## src/rtl/keypad_scan_pkg.sv

```systemverilog
// Shared types, key codes and the row/column-to-code map for the keypad scanner.
package keypad_pkg;

  typedef enum logic [1:0] {
    SCAN     = 2'd0,
    DEBOUNCE = 2'd1,
    PRESSED  = 2'd2,
    RELEASE  = 2'd3
  } kp_state_e;

  localparam logic [3:0] KEY_A    = 4'hA;
  localparam logic [3:0] KEY_B    = 4'hB;
  localparam logic [3:0] KEY_C    = 4'hC;
  localparam logic [3:0] KEY_D    = 4'hD;
  localparam logic [3:0] KEY_STAR = 4'hE;
  localparam logic [3:0] KEY_HASH = 4'hF;

  // Code printed on the key at row r, column c.
  function automatic logic [3:0] key_code(input logic [1:0] r, input logic [1:0] c);
    logic [3:0] code;
    case ({r, c})
      4'b00_00: code = 4'h1;
      4'b00_01: code = 4'h2;
      4'b00_10: code = 4'h3;
      4'b00_11: code = KEY_A;
      4'b01_00: code = 4'h4;
      4'b01_01: code = 4'h5;
      4'b01_10: code = 4'h6;
      4'b01_11: code = KEY_B;
      4'b10_00: code = 4'h7;
      4'b10_01: code = 4'h8;
      4'b10_10: code = 4'h9;
      4'b10_11: code = KEY_C;
      4'b11_00: code = KEY_STAR;
      4'b11_01: code = 4'h0;
      4'b11_10: code = KEY_HASH;
      default:  code = KEY_D;
    endcase
    return code;
  endfunction

  // Index of the lowest active-low column; only meaningful when col != 4'hF.
  function automatic logic [1:0] first_low(input logic [3:0] col);
    logic [1:0] idx;
    if (!col[0])      idx = 2'd0;
    else if (!col[1]) idx = 2'd1;
    else if (!col[2]) idx = 2'd2;
    else              idx = 2'd3;
    return idx;
  endfunction

endpackage

```

## src/rtl/keypad_scan_if.sv

```systemverilog
// Keypad matrix pins plus the debounced key report towards the player controller.
interface keypad_scan_if;
  logic [3:0] col_in;
  logic [3:0] row_out;
  logic       key_pressed;
  logic [3:0] key_value;
  logic       key_strobe;

  modport master (
    input  col_in,
    output row_out,
    output key_pressed,
    output key_value,
    output key_strobe
  );

  modport slave (
    output col_in,
    input  row_out,
    input  key_pressed,
    input  key_value,
    input  key_strobe
  );
endinterface

```

## src/rtl/keypad_scan_tick_gen.sv

```systemverilog
// Free-running divider producing a one-cycle scan tick every SCAN_DIV clocks.
module keypad_tick_gen #(
  parameter int SCAN_DIV = 100000
) (
  input  logic sys_clk,
  input  logic sys_rst_n,
  output logic tick
);
  localparam int TW = $clog2(SCAN_DIV);
  localparam logic [TW-1:0] LAST = TW'(SCAN_DIV - 1);

  logic [TW-1:0] div_q;

  assign tick = (div_q == LAST);

  // Count 0..SCAN_DIV-1 and wrap.
  always_ff @(posedge sys_clk or negedge sys_rst_n) begin
    if (!sys_rst_n) div_q <= '0;
    else if (tick)  div_q <= '0;
    else            div_q <= div_q + TW'(1);
  end
endmodule

```

## src/rtl/keypad_scan.sv

```systemverilog
// 4x4 keypad scanner: row rotation, column sync, press/release debounce.
//   state    | meaning
//   SCAN     | rotating rows, waiting for any low column
//   DEBOUNCE | candidate key seen, counting stable low ticks
//   PRESSED  | key accepted and held, row frozen
//   RELEASE  | column went high, counting stable high ticks
module keypad_scan
  import keypad_pkg::*;
#(
  parameter int SCAN_DIV       = 100000,
  parameter int DEBOUNCE_TICKS = 20
) (
  input  logic          sys_clk,
  input  logic          sys_rst_n,
  keypad_scan_if.master kp
);
  localparam int CW = $clog2(DEBOUNCE_TICKS + 1);
  localparam logic [CW-1:0] CNT_LAST = CW'(DEBOUNCE_TICKS - 1);

  logic            tick;
  logic [3:0]      col_s1_q, col_s_q;
  kp_state_e       state_q;
  logic [1:0]      row_q, col_q;
  logic [3:0]      row_out_q;
  logic [CW-1:0]   cnt_q;
  logic            key_pressed_q, key_strobe_q;
  logic [3:0]      key_value_q;

  keypad_tick_gen #(.SCAN_DIV(SCAN_DIV)) u_tick (
    .sys_clk   (sys_clk),
    .sys_rst_n (sys_rst_n),
    .tick      (tick)
  );

  // Two-flop synchronizer; idle columns are pulled up, so reset to all-high.
  always_ff @(posedge sys_clk or negedge sys_rst_n) begin
    if (!sys_rst_n) begin
      col_s1_q <= 4'hF;
      col_s_q  <= 4'hF;
    end else begin
      col_s1_q <= kp.col_in;
      col_s_q  <= col_s1_q;
    end
  end

  // Scan/debounce FSM; acts only on tick cycles, strobe self-clears otherwise.
  always_ff @(posedge sys_clk or negedge sys_rst_n) begin
    if (!sys_rst_n) begin
      state_q       <= SCAN;
      row_q         <= 2'd0;
      row_out_q     <= 4'b1110;
      col_q         <= 2'd0;
      cnt_q         <= '0;
      key_pressed_q <= 1'b0;
      key_value_q   <= 4'h0;
      key_strobe_q  <= 1'b0;
    end else begin
      key_strobe_q <= 1'b0;
      if (tick) begin
        case (state_q)
          SCAN: begin
            if (col_s_q != 4'hF) begin
              col_q <= first_low(col_s_q);
              if (DEBOUNCE_TICKS == 1) begin
                key_value_q   <= key_code(row_q, first_low(col_s_q));
                key_pressed_q <= 1'b1;
                key_strobe_q  <= 1'b1;
                cnt_q         <= '0;
                state_q       <= PRESSED;
              end else begin
                cnt_q   <= CW'(1);
                state_q <= DEBOUNCE;
              end
            end else begin
              row_q     <= row_q + 2'd1;
              row_out_q <= {row_out_q[2:0], row_out_q[3]};
            end
          end
          DEBOUNCE: begin
            if (!col_s_q[col_q]) begin
              if (cnt_q == CNT_LAST) begin
                key_value_q   <= key_code(row_q, col_q);
                key_pressed_q <= 1'b1;
                key_strobe_q  <= 1'b1;
                cnt_q         <= '0;
                state_q       <= PRESSED;
              end else begin
                cnt_q <= cnt_q + CW'(1);
              end
            end else begin
              // Glitch, not a press: move on without touching the outputs.
              row_q     <= row_q + 2'd1;
              row_out_q <= {row_out_q[2:0], row_out_q[3]};
              cnt_q     <= '0;
              state_q   <= SCAN;
            end
          end
          PRESSED: begin
            if (col_s_q[col_q]) begin
              if (DEBOUNCE_TICKS == 1) begin
                key_pressed_q <= 1'b0;
                row_q         <= row_q + 2'd1;
                row_out_q     <= {row_out_q[2:0], row_out_q[3]};
                cnt_q         <= '0;
                state_q       <= SCAN;
              end else begin
                cnt_q   <= CW'(1);
                state_q <= RELEASE;
              end
            end
          end
          RELEASE: begin
            if (col_s_q[col_q]) begin
              if (cnt_q == CNT_LAST) begin
                key_pressed_q <= 1'b0;
                row_q         <= row_q + 2'd1;
                row_out_q     <= {row_out_q[2:0], row_out_q[3]};
                cnt_q         <= '0;
                state_q       <= SCAN;
              end else begin
                cnt_q <= cnt_q + CW'(1);
              end
            end else begin
              // Release bounce: still held, no new strobe.
              cnt_q   <= '0;
              state_q <= PRESSED;
            end
          end
          default: state_q <= SCAN;
        endcase
      end
    end
  end

  assign kp.row_out     = row_out_q;
  assign kp.key_pressed = key_pressed_q;
  assign kp.key_value   = key_value_q;
  assign kp.key_strobe  = key_strobe_q;

endmodule

```

## src/flat_wrapper.sv

```systemverilog
// flat-port wrapper written by rule: the top's interface ports become plain ports
module keypad_scan_flat import keypad_pkg::*;
#(
  parameter int SCAN_DIV       = 100000,
  parameter int DEBOUNCE_TICKS = 20
)
  (sys_clk, sys_rst_n, kp_col_in, kp_row_out, kp_key_pressed, kp_key_value, kp_key_strobe);
  keypad_scan_if kp_i ();
  input  logic sys_clk;
  input  logic sys_rst_n;
  input wire logic [$bits(kp_i.col_in)-1:0] kp_col_in;
  output wire logic [$bits(kp_i.row_out)-1:0] kp_row_out;
  output wire logic [$bits(kp_i.key_pressed)-1:0] kp_key_pressed;
  output wire logic [$bits(kp_i.key_value)-1:0] kp_key_value;
  output wire logic [$bits(kp_i.key_strobe)-1:0] kp_key_strobe;
  assign kp_i.col_in = kp_col_in;
  assign kp_row_out = kp_i.row_out;
  assign kp_key_pressed = kp_i.key_pressed;
  assign kp_key_value = kp_i.key_value;
  assign kp_key_strobe = kp_i.key_strobe;
  keypad_scan #(.SCAN_DIV(SCAN_DIV), .DEBOUNCE_TICKS(DEBOUNCE_TICKS)) u_core (.sys_clk(sys_clk), .sys_rst_n(sys_rst_n), .kp(kp_i));
endmodule
```

## config.mk

```make
export PLATFORM = sky130hd
export DESIGN_NAME = keypad_scan_flat
export DESIGN_NICKNAME = d
export VERILOG_FILES = /design/src/rtl/keypad_scan_pkg.sv /design/src/rtl/keypad_scan_if.sv /design/src/rtl/keypad_scan_tick_gen.sv /design/src/rtl/keypad_scan.sv /design/src/flat_wrapper.sv
export SDC_FILE = /design/constraint.sdc
export NUM_CORES = 1
export LEC_CHECK = 0
export ABC_AREA = 1
export BUFFER_PORTS_ARGS = -buffer_cell sky130_fd_sc_hd__buf_2
export CAP_MARGIN = 5
export CORE_MARGIN = 2
export CORE_UTILIZATION = 25
export CTS_CLUSTER_DIAMETER = 80
export DETAILED_ROUTE_END_ITERATION = 10
export SLEW_MARGIN = 40
export SYNTH_ARGS = -nofsm -noshare
export SYNTH_HDL_FRONTEND = slang
export SYNTH_HIERARCHICAL = 1
export SYNTH_SLANG_ARGS = --single-unit
```

## constraint.sdc

```tcl
create_clock -name sys_clk -period 2.3 [get_ports sys_clk]
set_input_delay 0.46 -clock sys_clk [delete_from_list [all_inputs] [get_ports sys_clk]]
set_output_delay 0.46 -clock sys_clk [all_outputs]
set_load 0.005 [all_outputs]
```

==> results.txt <==
Initial antenna violation count -> 0
Worst Hold Class -> input port to asynchronous set/reset pin
Drt drc -> 0
CP required -> 2.48 ns
Post-synthesis register bit count -> 46
First-pass GRT wire length -> 7440 um
Setup TNS -> 0 ns
Site Rows -> 36
Nets -> 328
Netlist Area Pre-Place -> 2480 sq um
Tmin final -> 1.92 ns
CP startpoint -> u_core/u_tick/div_q[0]
Tcrit/Tclk final -> 83.5%
Sequential element share of the synthesized area -> 47.0%
CP max FO -> 11
Mapped Cells -> 295
Port bufs -> 15
Slew Viols, Final -> 0
RSZ-0062 raised after global routing -> no
Worst-path clk slew -> 0.09 ns
R2r startpoint -> u_core/u_tick/div_q[0]
Worst vdd ir -> 0.215 mV
Critical Path End Type -> register
Max-Cap Viols -> 0
Syn nets -> 308
CTS tree -> yes
RD Place Congestion -> 0.810
Avg Cell Area, Syn -> 8.39 sq um
Worst-skew pair later-pin latency -> 0.30 ns
FF/Latch Area -> 1160 sq um
Crit-path max cell delay -> 0.41 ns
Fraction of layout cells with a size suffix above 1 -> 24.7%
Startpoint Class -> register
H-Tree Depth -> 2
Ant diodes -> 0
Die H -> 104 um
Synth-to-layout area growth -> 12.8%
Fin Clk Skew -> 0.00933 ns
Maximum root-to-sink buffer count -> 2
Starting Density -> 25.6%
Die area -> 10,700 sq um
Peak Freq -> 521 MHz
CTS sink cnt -> 46
Post-Route WL -> 4300 um
Simple-Gate Fraction of Synth Area -> 31.6%
Hold Slack -> 0.105 ns
Most common cell after layout, fill and taps aside -> nand2_1
Kind of critical path -> register to register
Area of the multi-input gates -> 1120 sq um
Fillcell total -> 1,037
Post-CTS Hold Fix Bufs -> 0
Compound-Gate Fraction of Synth Area -> 6.57%
Pre-Repair DR Iteration Count -> 4
Setup violations, final -> 0
Critical Path End -> u_core/kp.row_out[0]
Netlist cell types -> 36
Synthesized-area fraction occupied by adder cells -> 3.54%
Worst R2R Path Depth -> 12
Pwr/cell area -> 494 nW/um^2
Largest net degree at the start of global routing -> 24
Commonest cells after routing, fill and taps aside -> 70 x nand2_1, 35 x nor2_1, 35 x dfrtp_1
Core footprint -> 9680 sq um
Post-Synth XOR/XNOR Area -> 3.54%
Via Count -> 1,831
Vias in the first global route -> 1,734
Crit-path cells -> ha_1 -> nand2_2 -> inv_2 -> nand2_2 -> nor2_4 -> nand2_4 -> clkinv_4 -> inv_1 -> nor2_1 -> nand3_2 -> nand2_1 -> o21ai_0
Cell mode on critical path -> nand2_2
Portion of netlist area occupied by mux cells -> 0%
CTS root buf -> clkbuf_8
CP max stage cell -> dfrtp_1
Chip width -> 104 um
Rel. slew slack -> 68.0%
R2R Setup Slk -> 0.38 ns
Largest family of logic cells by synthesized area -> simple AND/OR/NAND/NOR gates
Gr usage total -> 8.50%
Slew @ Worst Pin -> 0.479 ns
Final Hold Fails -> 0
GR Overflow Total -> 0
Boundary Pins -> 16
Crit path depth -> 12
CP Buf/Inv Count -> 3
Gates resized, CTS repair -> 0
Status -> finished, final reports clean
End of the worst register-to-register path -> u_core/kp.row_out[0]
Family with the most delay on the worst path -> simple AND/OR/NAND/NOR gates
Iter 0 DRT Violations -> 73
Pleak -> 1.36 nW
Setup Fix Bufs, Post-CTS -> 0
Routed length per instance -> 9.58 um
Worst Path Arrival -> 2.10 ns
DR vias/cell -> 4.08
Final ANT Viol Nets -> 0
Yosys Warn Count -> 6
TritonCTS Buffers -> 5
Final HPWL DP -> 3320 um
-- layer usage --
metal	up-vias	track usage [%]	part of all wire (%)
met5	-	0	0
met2	28	13.9	48
met3	4	2.27	3.6
met4	0	3.57	1.2
met1	837	10.6	47
li1	962	-	-
-- synthesized netlist by cell type, drive strengths merged --
library cell	number	area share, %
a21oi	6	1.5
and2	1	0.30
buf	3	0.81
clkbuf	1	0.56
clkinv	1	0.35
dfrtp	35	35
dfstp	11	12
ha	7	3.5
inv	39	6.0
nand2	82	14
nand3	22	6.2
nand4	4	1.0
nor2	48	9.2
nor3	3	0.61
nor4	1	0.25
o21ai	16	3.4
o21bai	2	0.76
o22ai	1	0.25
o311ai	1	0.35
o31ai	1	0.30
xnor2	3	1.1
xor2	7	2.5
-- worst min path at each step --
stage / startpoint / endpoint / slack [ns] / cells after the start
3_3_place_gp: u_core/col_s1_q[0] / u_core/col_s_q[0] / 0.35 / 0
2_1_floorplan: sys_rst_n / asynchronous set/reset pin / 0.16 / 0
3_5_place_dp: u_core/col_s1_q[2] / u_core/col_s_q[2] / 0.35 / 0
6_report: sys_rst_n / u_core/kp.key_pressed / 0.11 / 1
5_1_grt: sys_rst_n / u_core/kp.key_pressed / 0.13 / 1
4_1_cts: sys_rst_n / u_core/kp.key_pressed / 0.11 / 1
-- through the flow --
stage	cell area [sq um]	std cells	total power [W]	util, %	setup slack [ns]
2_1_floorplan	2480	295	0.000850	-	0.574
3_3_place_gp	2700	441	0.000875	27.9	0.413
3_5_place_dp	2700	441	0.000876	27.9	0.350
4_1_cts	2790	449	0.00142	28.9	0.361
5_1_grt	2790	449	0.00145	28.9	0.206
6_report	2790	449	0.00138	28.9	0.380
-- final cells by class --
cell class,count,share of cell area [%]
Clock buffer,7,3.09
Clock inverter,1,0.313
Inverter,40,5.64
Multi-Input combinational cell,205,40.1
Sequential cell,46,41.7
Tap cell,133,5.96
Timing Repair Buffer,17,3.22
-- power by group --
part / internal [W] / total (W) / switching (W)
Sequential: 0.000821 / 0.000824 / 0.00000321
Combinational: 0.00000946 / 0.0000341 / 0.0000246
Clock: 0.000249 / 0.000522 / 0.000274
Total: 0.00108 / 0.00138 / 0.000301
-- state kept, by name, summed over array words and instances (netlist names), named ones only --
name,count
u_core/u_tick/div_q,17
u_core/cnt_q,5
u_core/col_s1_q,4
u_core/col_s_q,4
u_core/kp.key_value,4
u_core/kp.row_out,4
u_core/col_q,2
u_core/row_q,2
u_core/kp.key_pressed,1
u_core/kp.key_strobe,1
u_core/state_q,1
-- cells by family after synthesis --
group	Yosys count
compound gates	27
xor+xnor	10
fa+ha+maj	7
buf+inv	44
flops	46
simple gates	161
(Power assumes the default switching activity.)
